**config.mk**
```make
export PLATFORM = sky130hd
export DESIGN_NAME = distram_delay_ctrl
export DESIGN_NICKNAME = d
export VERILOG_FILES = /design/src/rtl/distram_delay_pkg.sv /design/src/rtl/distram_delay_addrgen.sv /design/src/rtl/distram_delay_ctrl.sv
export SDC_FILE = /design/constraint.sdc
export NUM_CORES = 1
export LEC_CHECK = 0
export CORE_MARGIN = 1.5
export CORE_UTILIZATION = 50
export CTS_CLUSTER_DIAMETER = 30
export CTS_CLUSTER_SIZE = 12
export DETAILED_ROUTE_END_ITERATION = 8
export DONT_BUFFER_PORTS = 1
export RECOVER_POWER = 50
export SLEW_MARGIN = 10
export SYNTH_ARGS = -nofsm -noshare
export SYNTH_HDL_FRONTEND = slang
export SYNTH_SLANG_ARGS = --single-unit
```
**constraint.sdc**
```tcl
create_clock -name clk_i -period 5.3 [get_ports clk_i]
set_clock_uncertainty 0.1 [all_clocks]
set_input_delay 0.795 -clock clk_i [delete_from_list [all_inputs] [get_ports clk_i]]
set_output_delay 0.795 -clock clk_i [all_outputs]
set_load 0.05 [all_outputs]
```
**src/rtl/distram_delay_pkg.sv**
```systemverilog
// Shared widths and FSM encoding for the distributed-RAM delay-line controller.
package distram_delay_pkg;

  localparam int ADDR_BITS = 5;
  localparam int CNT_BITS  = 6;

  typedef enum logic {
    FILL = 1'b0,
    RUN  = 1'b1
  } state_e;

endpackage

```
**src/rtl/distram_delay_addrgen.sv**
```systemverilog
// Read/write pointer pair for a circular delay RAM: both advance every cycle,
// and a load re-spaces the write pointer to sit 'offset' entries ahead of the read.
module distram_delay_addrgen
  import distram_delay_pkg::*;
#(
  parameter logic [ADDR_BITS-1:0] RESET_OFFSET = 5
) (
  input  logic                 clk,
  input  logic                 rst,
  input  logic                 load,
  input  logic [ADDR_BITS-1:0] offset,
  output logic [ADDR_BITS-1:0] rdaddr,
  output logic [ADDR_BITS-1:0] wraddr
);

  localparam logic [ADDR_BITS-1:0] ONE = ADDR_BITS'(1);

  logic [ADDR_BITS-1:0] rd_next;

  assign rd_next = rdaddr + ONE;

  always_ff @(posedge clk or posedge rst) begin
    if (rst) begin
      rdaddr <= '0;
      wraddr <= RESET_OFFSET;
    end else begin
      rdaddr <= rd_next;
      // Wrap-around arithmetic is the mod-32 ring behaviour of the RAM.
      wraddr <= load ? (rd_next + offset) : (wraddr + ONE);
    end
  end

endmodule

```
**src/rtl/distram_delay_ctrl.sv**
```systemverilog
// Delay-length controller for distributed-RAM delay lanes: owns the address
// pair, blanks the output while a new delay refills, and rejects too-short delays.
module distram_delay_ctrl
  import distram_delay_pkg::*;
#(
  parameter int DEFAULT_DELAY = 5,
  parameter int MIN_DELAY     = 2
) (
  input  logic                 clk_i,
  input  logic                 rst_i,
  input  logic [ADDR_BITS-1:0] dly_i,
  input  logic                 dly_valid_i,
  output logic                 dly_ready_o,
  output logic [ADDR_BITS-1:0] wraddr_o,
  output logic [ADDR_BITS-1:0] rdaddr_o,
  output logic                 we_o,
  output logic                 dat_valid_o,
  output logic [ADDR_BITS-1:0] cur_dly_o,
  output logic                 err_o
);

  localparam logic [ADDR_BITS-1:0] DEF_D   = ADDR_BITS'(DEFAULT_DELAY);
  localparam logic [ADDR_BITS-1:0] MIN_D   = ADDR_BITS'(MIN_DELAY);
  localparam logic [CNT_BITS-1:0]  DEF_CNT = CNT_BITS'(DEFAULT_DELAY + 1);
  localparam logic [CNT_BITS-1:0]  CNT_ONE = CNT_BITS'(1);

  state_e               state;
  logic [CNT_BITS-1:0]  fill_cnt;
  logic [ADDR_BITS-1:0] cur_dly;
  logic                 accept;
  logic                 illegal;
  logic                 change;

  assign dly_ready_o = (state == RUN);
  assign accept      = dly_valid_i && dly_ready_o;
  assign illegal     = (dly_i < MIN_D);
  assign change      = accept && !illegal && (dly_i != cur_dly);
  assign cur_dly_o   = cur_dly;

  distram_delay_addrgen #(
    .RESET_OFFSET (DEF_D)
  ) u_addrgen (
    .clk    (clk_i),
    .rst    (rst_i),
    .load   (change),
    .offset (dly_i),
    .rdaddr (rdaddr_o),
    .wraddr (wraddr_o)
  );

  always_ff @(posedge clk_i or posedge rst_i) begin
    if (rst_i) begin
      state       <= FILL;
      fill_cnt    <= DEF_CNT;
      cur_dly     <= DEF_D;
      dat_valid_o <= 1'b0;
      err_o       <= 1'b0;
      we_o        <= 1'b0;
    end else begin
      we_o  <= 1'b1;
      err_o <= accept && illegal;
      if (change) begin
        // Counter is one bit wider than the delay so D=31 loads 32 cleanly.
        cur_dly     <= dly_i;
        state       <= FILL;
        fill_cnt    <= {1'b0, dly_i} + CNT_ONE;
        dat_valid_o <= 1'b0;
      end else if (state == FILL) begin
        if (fill_cnt == CNT_ONE) begin
          state       <= RUN;
          dat_valid_o <= 1'b1;
        end else begin
          fill_cnt <= fill_cnt - CNT_ONE;
        end
      end
    end
  end

endmodule

```
==> results of run 1 <==
[worst reg2reg max path, stage by stage, from the launching register on]
cell,delay (ns)
dfrtp_1,0.70
ha_1,0.28
xor2_1,0.28
ha_1,0.31
a21oi_1,0.13
nand2_1,0.08
xnor2_1,0.16
mux2i_1,0.09
[final cells by class]
type | count | area, µm²
well taps | 31 | 38.8
multi-input cells | 87 | 773
clock inverters | 1 | 5.00
clock buffers | 3 | 22.5
flip-flops and latches | 25 | 633
inverters | 5 | 18.8
fillers | 252 | 1270
[cell usage after synthesis, drive strengths merged]
master	number
ha	10
or3b	1
nor3	2
mux2	7
fa	1
a311oi	1
buf	1
xor2	8
and3	1
nor2b	3
conb	1
a21boi	1
or2	2
nand2	5
a2111oi	1
dfrtp	19
a211oi	2
a31o	1
nand3	9
inv	5
nor4b	1
or4	1
o21a	1
nor2	3
a21oi	3
xnor2	12
xnor3	1
mux2i	9
dfstp	6
[routing by layer]
layer | up-vias | share of wire (%) | global-route usage (%)
met4 | 0 | 0.63 | 5.98
met3 | 2 | 4.3 | 3.92
li1 | 414 | - | -
met1 | 424 | 46 | 20.3
met2 | 19 | 49 | 28.2
met5 | - | 0 | 0
[logic make-up (layout without fill, tap and decap cells)]
kind of cell,Yosys count,after routing
other cells,1,1
simple gates,28,28
flops,25,25
fa+ha+maj,11,11
buf+inv,6,9
compound gates,10,10
mux,16,16
xor+xnor,21,21
[flip-flops by register name, indices dropped and copies added, names as in the netlist]
name and count:
u_addrgen.rdaddr 5, dly_ready_o 1, dat_valid_o 1, cur_dly_o 5, u_addrgen.wraddr 5, err_o 1
we_o 1, fill_cnt 6
[final timing paths]
path                                                    start                       endpoint  depth (start not counted)
worst max-delay path            u_addrgen.rdaddr[0]$_DFF_PP0_  u_addrgen.wraddr[3]$_DFF_PP0_                          7
worst min-delay path                                    rst_i          dly_ready_o$_DFF_PP0_                          1
max in group asynchronous                               rst_i  u_addrgen.rdaddr[0]$_DFF_PP0_                          1
min in group clk_i                                   dly_i[0]        fill_cnt[0]$_DFFE_PP0P_                          1
worst min register to register        fill_cnt[5]$_DFFE_PP0P_        fill_cnt[5]$_DFFE_PP0P_                          2
worst max register to register  u_addrgen.rdaddr[0]$_DFF_PP0_  u_addrgen.wraddr[3]$_DFF_PP0_                          7
[where the power goes]
group,internal [mW],leakage [nW],switching [mW]
registers,0.280,0.294,0.241
logic,0.145,0.386,0.119
clock network,0.0282,0.0177,0.0547
total,0.453,0.698,0.415
[stage by stage]
| step | utilization [%] | total power [mW] |
|---|---|---|
| 6_report | 54.1 | 0.868 |
| 5_1_grt | 54.1 | 0.931 |
| 4_1_cts | 54.4 | 0.883 |
| 3_5_place_dp | 53.4 | 0.798 |
| 3_3_place_gp | 53.4 | 0.788 |
| 2_1_floorplan | - | 0.748 |
[layout by cell type (no fill, tap or decap), types with 2 or more instances in the layout]
cell and n:
dfrtp_1 19, xnor2_1 12, ha_1 10, mux2i_1 9, nand3_1 8, xor2_1 8, mux2_2 7, dfstp_2 6
nand2_1 5, inv_1 5, nor2b_1 3, nor2_1 3, clkbuf_4 3, or2_2 2, a21oi_1 2, a211oi_1 2
==> key figures, run 1 <==
Placement
  – Count of buffers from port buffering: 0
  – Detailed Place HPWL: 1860 µm
  – RePlAce Congestion: just under 0.8
  – Cells after DPL: between 100 and 150
  – Post-place setup slack: roughly 3.0 ns
  – Placed inst area: ~0.0015 mm²

Yosys
  – Synth top area share: approximately 33%
  – Cell Area, Synth: 0.00145 mm²
  – Main combinational cell family by area after synthesis: XOR/XNOR gates
  – Mapped Avg Cell Area: 12.3 µm²
  – Post-Synth Adder-Cell Area: 9.99%
  – Yosys reg bits: 25
  – Synth Area in Simple Gates: about an eighth
  – Post-synthesis mux area share: between 10% and 20%
  – Synth warn: 0
  – Synth Area in XOR/XNOR: 13.6%
  – Post-synthesis instance total: approximately 120
  – Unique masters post-synth: 33
  – Post-Syn Nets: between 100 and 150
  – Synth area leader: dfrtp_1
  – Compound-Gate Fraction of Synth Area: just over 6%
  – Synth top area cells: dfrtp_1, dfstp_2, ha_1
  – Post-synthesis sequential area ratio: between 40% and 50%

Clocking
  – Post-CTS sizing: 0
  – Number of clock sinks: 25
  – H-Tree Level Count: 1
  – Hold_buf cts: 0
  – CTS Root Cell: clkbuf_4
  – Worst skew pair latency: between 0.3 and 0.4 ns
  – Setup Buffers After CTS: 0
  – CTS tree: done
  – Clk buf depth: 2
  – CTS buffer count: 3
  – Clk pin slew, worst setup/hold paths: 0.13 ns

Global route
  – First-pass GRT wire length: a little over 4000 µm
  – Initial antenna violation count: 0
  – GR Util All Layers: 16.5%
  – Largest net degree at the start of global routing: 26
  – Vias in the first global route: 934
  – GRT overflow: 0

Cells and area
  – Post-Layout Cell Count: between 150 and 200
  – Design area: around 0.0015 mm²
  – Share of layout cells above drive strength 1: approximately 21%
  – Fin nets: about 140
  – Area grow syn2layout: 2.67%
  – Ant diodes: 0

STA
  – Final TNS setup: 0 ns
  – Fin. max-slew vios: 0
  – Final setup viols: 0
  – Worst slew pin tran: approximately 0.92 ns
  – Final min period: between 2 and 2.5 ns
  – Period utilisation layout: a little over two fifths
  – Max-slew headroom: between 30% and 40%
  – RSZ-0062 raised after global routing: no
  – Worst hold slack: ~0.46 ns
  – Final worst slack: 3.06 ns
  – Final Hold Vio Count: 0
  – Max Clock Freq: between 400 and 500 MHz

Critical path
  – Worst Setup End Kind: flip-flop
  – Crit path kind: flip-flop to flip-flop
  – Worst-path cell chain: ha_1 -> xor2_1 -> ha_1 -> a21oi_1 -> nand2_1 -> xnor2_1 -> mux2i_1
  – CP max FO: 4
  – Worst setup SP type: flip-flop
  – CP peak stage delay: roughly 0.70 ns
  – Buf+Inv Stages, Crit Path: 0
  – Worst EP arrival: 2.34 ns
  – Top cell by count, worst path: ha_1
  – CP top delay family: flip-flops
  – Slowest cell on crit path: dfrtp_1
  – Worst Path Required: between 5 and 6 ns
  – R2R Setup Slk: 3.06 ns

Routing
  – Vias after detailed routing: around 860
  – DR DRC count: 0
  – Routed WL: 2370 µm
  – Pre-antenna DRT Iters: 4
  – Initial DRC count: 11
  – Avg Vias per Cell: roughly 5.7
  – Final ANT Viol Nets: 0
  – Drt wl/cell: roughly 16 µm

Die
  – Initial core utilization: between 50% and 60%
  – Number of cell rows: 19
  – I/O pin count: 27
  – Die width: roughly 57 µm
  – Die Ht: between 50 and 60 µm
  – Die area: 0.00324 mm²
  – CORE AREA: between 0.002 and 0.003 mm²

Pwr
  – Leakage Power: ~0.7 nW
  – Power density cells: slightly below 600 mW/mm²
  – Worst VDD drop: about 0.00047 V

Outcome
  – Status: finished clean

Min path
  – Hold crit path type: input port to async pin

Job
  – Maxcap violations: 0
No activity file was read; power rests on OpenSTA's default activity.
==> run 2: changes to the inputs <==
PLACE_DENSITY = 0.68   (was not set)
clock period = 1.93 ns   (was 5.3 ns; I/O delays follow)
==> run 2 against run 1 <==
- die area unchanged
- hold slack worse by 0.44 ns
- critical endpoint is now u_addrgen.wraddr[4]$_DFF_PP0_
- critical path depth is 1 lower
- combinational power grew to 4.9 times the previous value
- sequential share of layout area fell by 5.1 points
- sequential power grew 100%
- clock-buffer cell count stayed put
- clock power rose to 2.9 times the previous value
==> key figures, run 2 (same netlist as run 1, synthesis figures left out) <==
Critical path
  – Worst EP arrival: approximately 2.0 ns
  – Worst-path cell chain: ha_2 -> fa_1 -> nand3_1 -> nand2_1 -> xnor3_1 -> mux2i_1
  – Slowest cell on crit path: dfrtp_2
  – CP peak stage delay: about 0.45 ns
  – CP max FO: 4
  – Worst setup SP type: flip-flop
  – Worst Path Required: roughly 2.1 ns
  – Crit path kind: flip-flop to flip-flop
  – Worst Setup End Kind: flip-flop

Placement
  – RePlAce Congestion: approximately 0.73
  – Count of buffers from port buffering: 0
  – Cells after DPL: ~160
  – Detailed Place HPWL: ~2000 µm

Routing
  – Routed WL: 2710 µm
  – DR DRC count: 0
  – Final ANT Viol Nets: 0
  – Pre-antenna DRT Iters: 4
  – Vias after detailed routing: just over 900
  – Avg Vias per Cell: ~5.3
  – Initial DRC count: 17
  – Drt wl/cell: about 15 µm

Cells and area
  – Storage cell area: approximately 640 µm²
  – Fillers: between 200 and 250
  – Multi-input logic area: around 800 µm²
  – Post-Layout Cell Count: approximately 180
  – Most frequent cells in the layout: dfrtp_1, buf_4, xnor2_1
  – Fin nets: roughly 160
  – Ant diodes: 0
  – Most common cell after layout, fill and taps aside: dfrtp_1
  – Share of layout cells above drive strength 1: between 30% and 40%
  – Largest Register: fill_cnt
  – Layout Utilization: approximately three fifths
  – Largest register FFs: 6
  – Area grow syn2layout: 17.4%

Clocking
  – Clk buf depth: 2
  – H-Tree Level Count: 1
  – CTS Root Cell: clkbuf_4
  – CTS tree: done
  – Setup Buffers After CTS: 0
  – CTS buffer count: 3
  – Clk pin slew, worst setup/hold paths: 0.14 ns
  – Number of clock sinks: 25
  – Worst skew pair latency: 0.32 ns

STA
  – Worst hold slack: approximately 0.021 ns
  – Final setup viols: 0
  – RSZ-0062 raised after global routing: no
  – Fin. max-slew vios: 0
  – Final TNS setup: 0 ns
  – Max Clock Freq: 549 MHz
  – Final min period: between 1.5 and 2 ns
  – Period utilisation layout: a little over nine tenths
  – Final Hold Vio Count: 0
  – Worst slew pin tran: ~0.64 ns
  – Max-slew headroom: 57.6%

Min path
  – Hold crit path type: input port to flip-flop

Pwr
  – Leakage Power: slightly above 0.8 nW
  – Power density cells: about 1500 mW/mm²
  – Worst VDD drop: 0.00108 V

Die
  – I/O pin count: 27
  – Die Ht: ~57 µm
  – CORE AREA: 0.00276 mm²
  – Initial core utilization: between 50% and 60%
  – Die width: ~57 µm
  – Die area: between 0.003 and 0.004 mm²
  – Number of cell rows: 19

Global route
  – GRT overflow: 0
  – First-pass GRT wire length: 4510 µm
  – Vias in the first global route: slightly above 1000
  – GR Util All Layers: between 10% and 20%
  – Largest net degree at the start of global routing: 24
  – Initial antenna violation count: 0

Outcome
  – Status: finished clean

Job
  – Maxcap violations: 0
==> run 2: per-layer routing <==
metal,GRT usage (%),up-vias,wire length (µm)
met2,32.5,28,1390
met4,6.98,0,27
met1,21.6,429,1150
met3,3.46,4,135
li1,-,461,-
met5,0,-,0
==> run 2: path summary, 6_finish.rpt <==
path	end	depth (start not counted)	slack [ns]	startpoint
hold / removal	fill_cnt[5]$_DFFE_PP0P_	2	0.02	dly_i[4]
setup reg to reg	u_addrgen.wraddr[4]$_DFF_PP0_	6	0.11	u_addrgen.rdaddr[0]$_DFF_PP0_
min in group asynchronous	we_o$_DFF_PP0_	2	0.14	rst_i
setup / recovery	u_addrgen.wraddr[4]$_DFF_PP0_	6	0.11	u_addrgen.rdaddr[0]$_DFF_PP0_
max in group asynchronous	u_addrgen.rdaddr[0]$_DFF_PP0_	3	0.82	rst_i
hold reg to reg	u_addrgen.rdaddr[0]$_DFF_PP0_	1	0.41	u_addrgen.rdaddr[0]$_DFF_PP0_
==> run 2: repair_timing <==
item	in CTS	in global routing
pin swaps	0	3
resized for setup	1	3
hold buffers	3	4
setup endpoints to repair	1	3
hold endpoints to repair	21	4
==> run 2: where the power goes <==
group	switching, mW	total [mW]	internal [mW]	leakage, nW
Sequential	0.269	1.04	0.769	0.291
Clock	0.163	0.241	0.0777	0.0177
Combinational	0.756	1.28	0.521	0.502
Total	1.19	2.56	1.37	0.811
==> run 2: critical path, delay by kind of cell, from the launching register on <==
| family | cells | cell delay [ns] |
|---|---|---|
| fa+ha+maj | 2 | 0.76 |
| mux | 1 | 0.12 |
| simple gates | 2 | 0.16 |
| xor+xnor | 1 | 0.17 |
| flops | 1 | 0.45 |
==> run 2: metrics by stage <==
| stage | instance area (µm²) | total power, mW | setup WS [ns] |
|---|---|---|---|
| after floorplan | 1460 | 2.05 | 0.0205 |
| after global placement | 1600 | 2.30 | 0.0613 |
| after detailed placement | 1600 | 2.34 | 0.0224 |
| after CTS | 1660 | 2.59 | 0.0356 |
| after global routing | 1710 | 2.74 | 0.00602 |
| final | 1710 | 2.56 | 0.110 |
==> run 2: cell type report <==
| type | count | area share (%) |
|---|---|---|
| repair buffers | 23 | 10.6 |
| well taps | 31 | 2.27 |
| clock buffers | 3 | 1.32 |
| multi-input cells | 87 | 47.1 |
| flip-flops and latches | 25 | 37.3 |
| clock inverters | 1 | 0.293 |
| inverters | 5 | 1.10 |
==> run 3: changes to the inputs <==
CORE_UTILIZATION = 45   (was 50)
PLACE_DENSITY = not set   (was 0.68)
clock period = 1.9 ns   (was 1.93 ns; I/O delays follow)
==> run 3 against run 2 <==
- power rose by 3.3%
- critical endpoint is now u_addrgen.wraddr[3]$_DFF_PP0_
- non-clock buffer count unchanged
- hold slack worse by 0.013 ns
- first-iteration DRC count grew 35%
- flip-flop and latch count unchanged
- sequential share of layout area decreased by 0.75 points
==> key figures, run 3 (same netlist as run 1, synthesis figures left out) <==
Routing
  – Final ANT Viol Nets: 0
  – Routed WL: between 2000 and 3000 µm
  – Initial DRC count: 23
  – Pre-antenna DRT Iters: 4
  – Drt wl/cell: roughly 14 µm
  – Vias after detailed routing: between 900 and 1000
  – Avg Vias per Cell: between 5 and 6
  – DR DRC count: 0

Pwr
  – Final Power: approximately 2.6 mW
  – Worst VDD drop: roughly 0.00086 V
  – Power density cells: approximately 1500 mW/mm²
  – Leakage Power: between 0.8 and 0.9 nW

Critical path
  – Worst-path cell chain: ha_4 -> xor2_2 -> ha_1 -> a21oi_1 -> nand2_1 -> xnor2_1 -> mux2i_1
  – R2R Setup Slk: slightly above 0.1 ns
  – Buf+Inv Stages, Crit Path: 0
  – CP peak stage delay: 0.46 ns
  – Worst EP arrival: 1.90 ns
  – CP top delay family: adder cells
  – R2R Path Start: u_addrgen.rdaddr[0]$_DFF_PP0_
  – CP max FO: 4
  – Worst Path Required: around 2.0 ns
  – Reg-to-Reg End: u_addrgen.wraddr[3]$_DFF_PP0_
  – Crit path kind: flip-flop to flip-flop
  – Reg2reg path depth: 7
  – Slowest cell on crit path: dfrtp_2
  – Worst setup SP type: flip-flop
  – Worst Setup End Kind: flip-flop

Clocking
  – Clk buf depth: 2
  – Clk pin slew, worst setup/hold paths: 0.13 ns
  – CTS buffer count: 3
  – Number of clock sinks: 25
  – CTS tree: done
  – Worst skew pair latency: about 0.31 ns
  – H-Tree Level Count: 1
  – CTS Root Cell: clkbuf_4

Cells and area
  – Area grow syn2layout: 19.8%
  – Ant diodes: 0
  – Storage cell area: roughly 640 µm²
  – Most common cell after layout, fill and taps aside: buf_4
  – Multi-input logic area: a little over 800 µm²
  – Fillers: a little under 300
  – Largest Register: fill_cnt
  – Largest register FFs: 6
  – Fin nets: 164
  – Most frequent cells in the layout: buf_4, dfrtp_1, xnor2_1
  – Share of layout cells above drive strength 1: approximately 34%

Global route
  – GR Util All Layers: approximately 17%
  – Initial antenna violation count: 0
  – First-pass GRT wire length: around 4500 µm
  – Largest net degree at the start of global routing: 26
  – Vias in the first global route: approximately 1000
  – GRT overflow: 0

Min path
  – Hold Path End: fill_cnt[5]$_DFFE_PP0P_
  – Hold_sp: dly_i[4]
  – Hold crit path type: input port to flip-flop
  – Hold path depth: 2

Placement
  – RePlAce Congestion: about 0.8
  – Detailed Place HPWL: roughly 2000 µm
  – Post-place setup slack: just over 0.06 ns
  – Count of buffers from port buffering: 0

STA
  – Fin. max-slew vios: 0
  – Final setup viols: 0
  – RSZ-0062 raised after global routing: yes
  – Max Clock Freq: 556 MHz
  – Worst hold slack: between 0.008 and 0.009 ns
  – Period utilisation layout: between 90% and 100%
  – Final Hold Vio Count: 0
  – Final worst slack: 0.101 ns
  – Final min period: 1.80 ns

Die
  – Die Ht: between 50 and 60 µm
  – Die width: roughly 60 µm
  – Die area: about 0.0036 mm²
  – I/O pin count: 27
  – CORE AREA: a little over 0.003 mm²
  – Number of cell rows: 20
  – Initial core utilization: between 40 and 50%

Job
  – Maxcap violations: 0

Outcome
  – Status: finished clean
==> run 3: final cells by class <==
class                   instances  area share, %
multi-input cells              87           46.9
inverters                       5           1.08
clock buffers                   4           1.51
flip-flops and latches         25           36.6
repair buffers                 23           10.8
well taps                      44           3.16
==> run 3: power breakdown <==
group | total, mW | internal (mW) | switching (mW) | leakage (nW)
combinational | 1.33 | 0.566 | 0.765 | 0.503
sequential | 1.08 | 0.781 | 0.294 | 0.291
clock | 0.235 | 0.0819 | 0.153 | 0.0150
total | 2.64 | 1.43 | 1.21 | 0.809
==> run 3: metrics by stage <==
stage	cells	utilization (%)	instance area, µm²	TNS, ns
floorplan	118	-	1470	0
global placement	178	53.4	1630	0
detailed placement	178	53.4	1630	0
CTS	184	55.0	1680	0
global route	188	57.0	1740	-0.0517
finish	188	57.0	1740	0
==> run 3: what timing repair did <==
| action | 4_1_cts | 5_1_grt |
|---|---|---|
| endpoints found under the hold margin | 20 | 4 |
| gates resized for setup | 0 | 3 |
| hold buffers | 2 | 4 |
| setup buffers | 0 | 0 |
| endpoints found under the setup margin | 0 | 3 |
==> run 3: per-layer routing <==
| metal | GRT usage [%] | vias up | part of all wire (%) |
|---|---|---|---|
| met5 | 0 | - | 0 |
| met4 | 4.76 | 0 | 0.48 |
| met3 | 2.60 | 2 | 3.6 |
| met2 | 29.5 | 17 | 51 |
| met1 | 22.3 | 468 | 45 |
| li1 | - | 465 | - |
==> run 3: worst max path at each step <==
stage | depth (start not counted) | slack (ns) | from | endpoint
after floorplan | 7 | 0.06 | u_addrgen.rdaddr[0]$_DFF_PP0_ | u_addrgen.wraddr[3]$_DFF_PP0_
after global placement | 6 | 0.10 | fill_cnt[1]$_DFFE_PP1P_ | fill_cnt[3]$_DFFE_PP0P_
after detailed placement | 6 | 0.06 | fill_cnt[1]$_DFFE_PP1P_ | fill_cnt[3]$_DFFE_PP0P_
after CTS | 6 | 0.04 | fill_cnt[1]$_DFFE_PP1P_ | fill_cnt[3]$_DFFE_PP0P_
after global routing | 7 | -0.02 | u_addrgen.rdaddr[0]$_DFF_PP0_ | u_addrgen.wraddr[3]$_DFF_PP0_
final | 7 | 0.10 | u_addrgen.rdaddr[0]$_DFF_PP0_ | u_addrgen.wraddr[3]$_DFF_PP0_
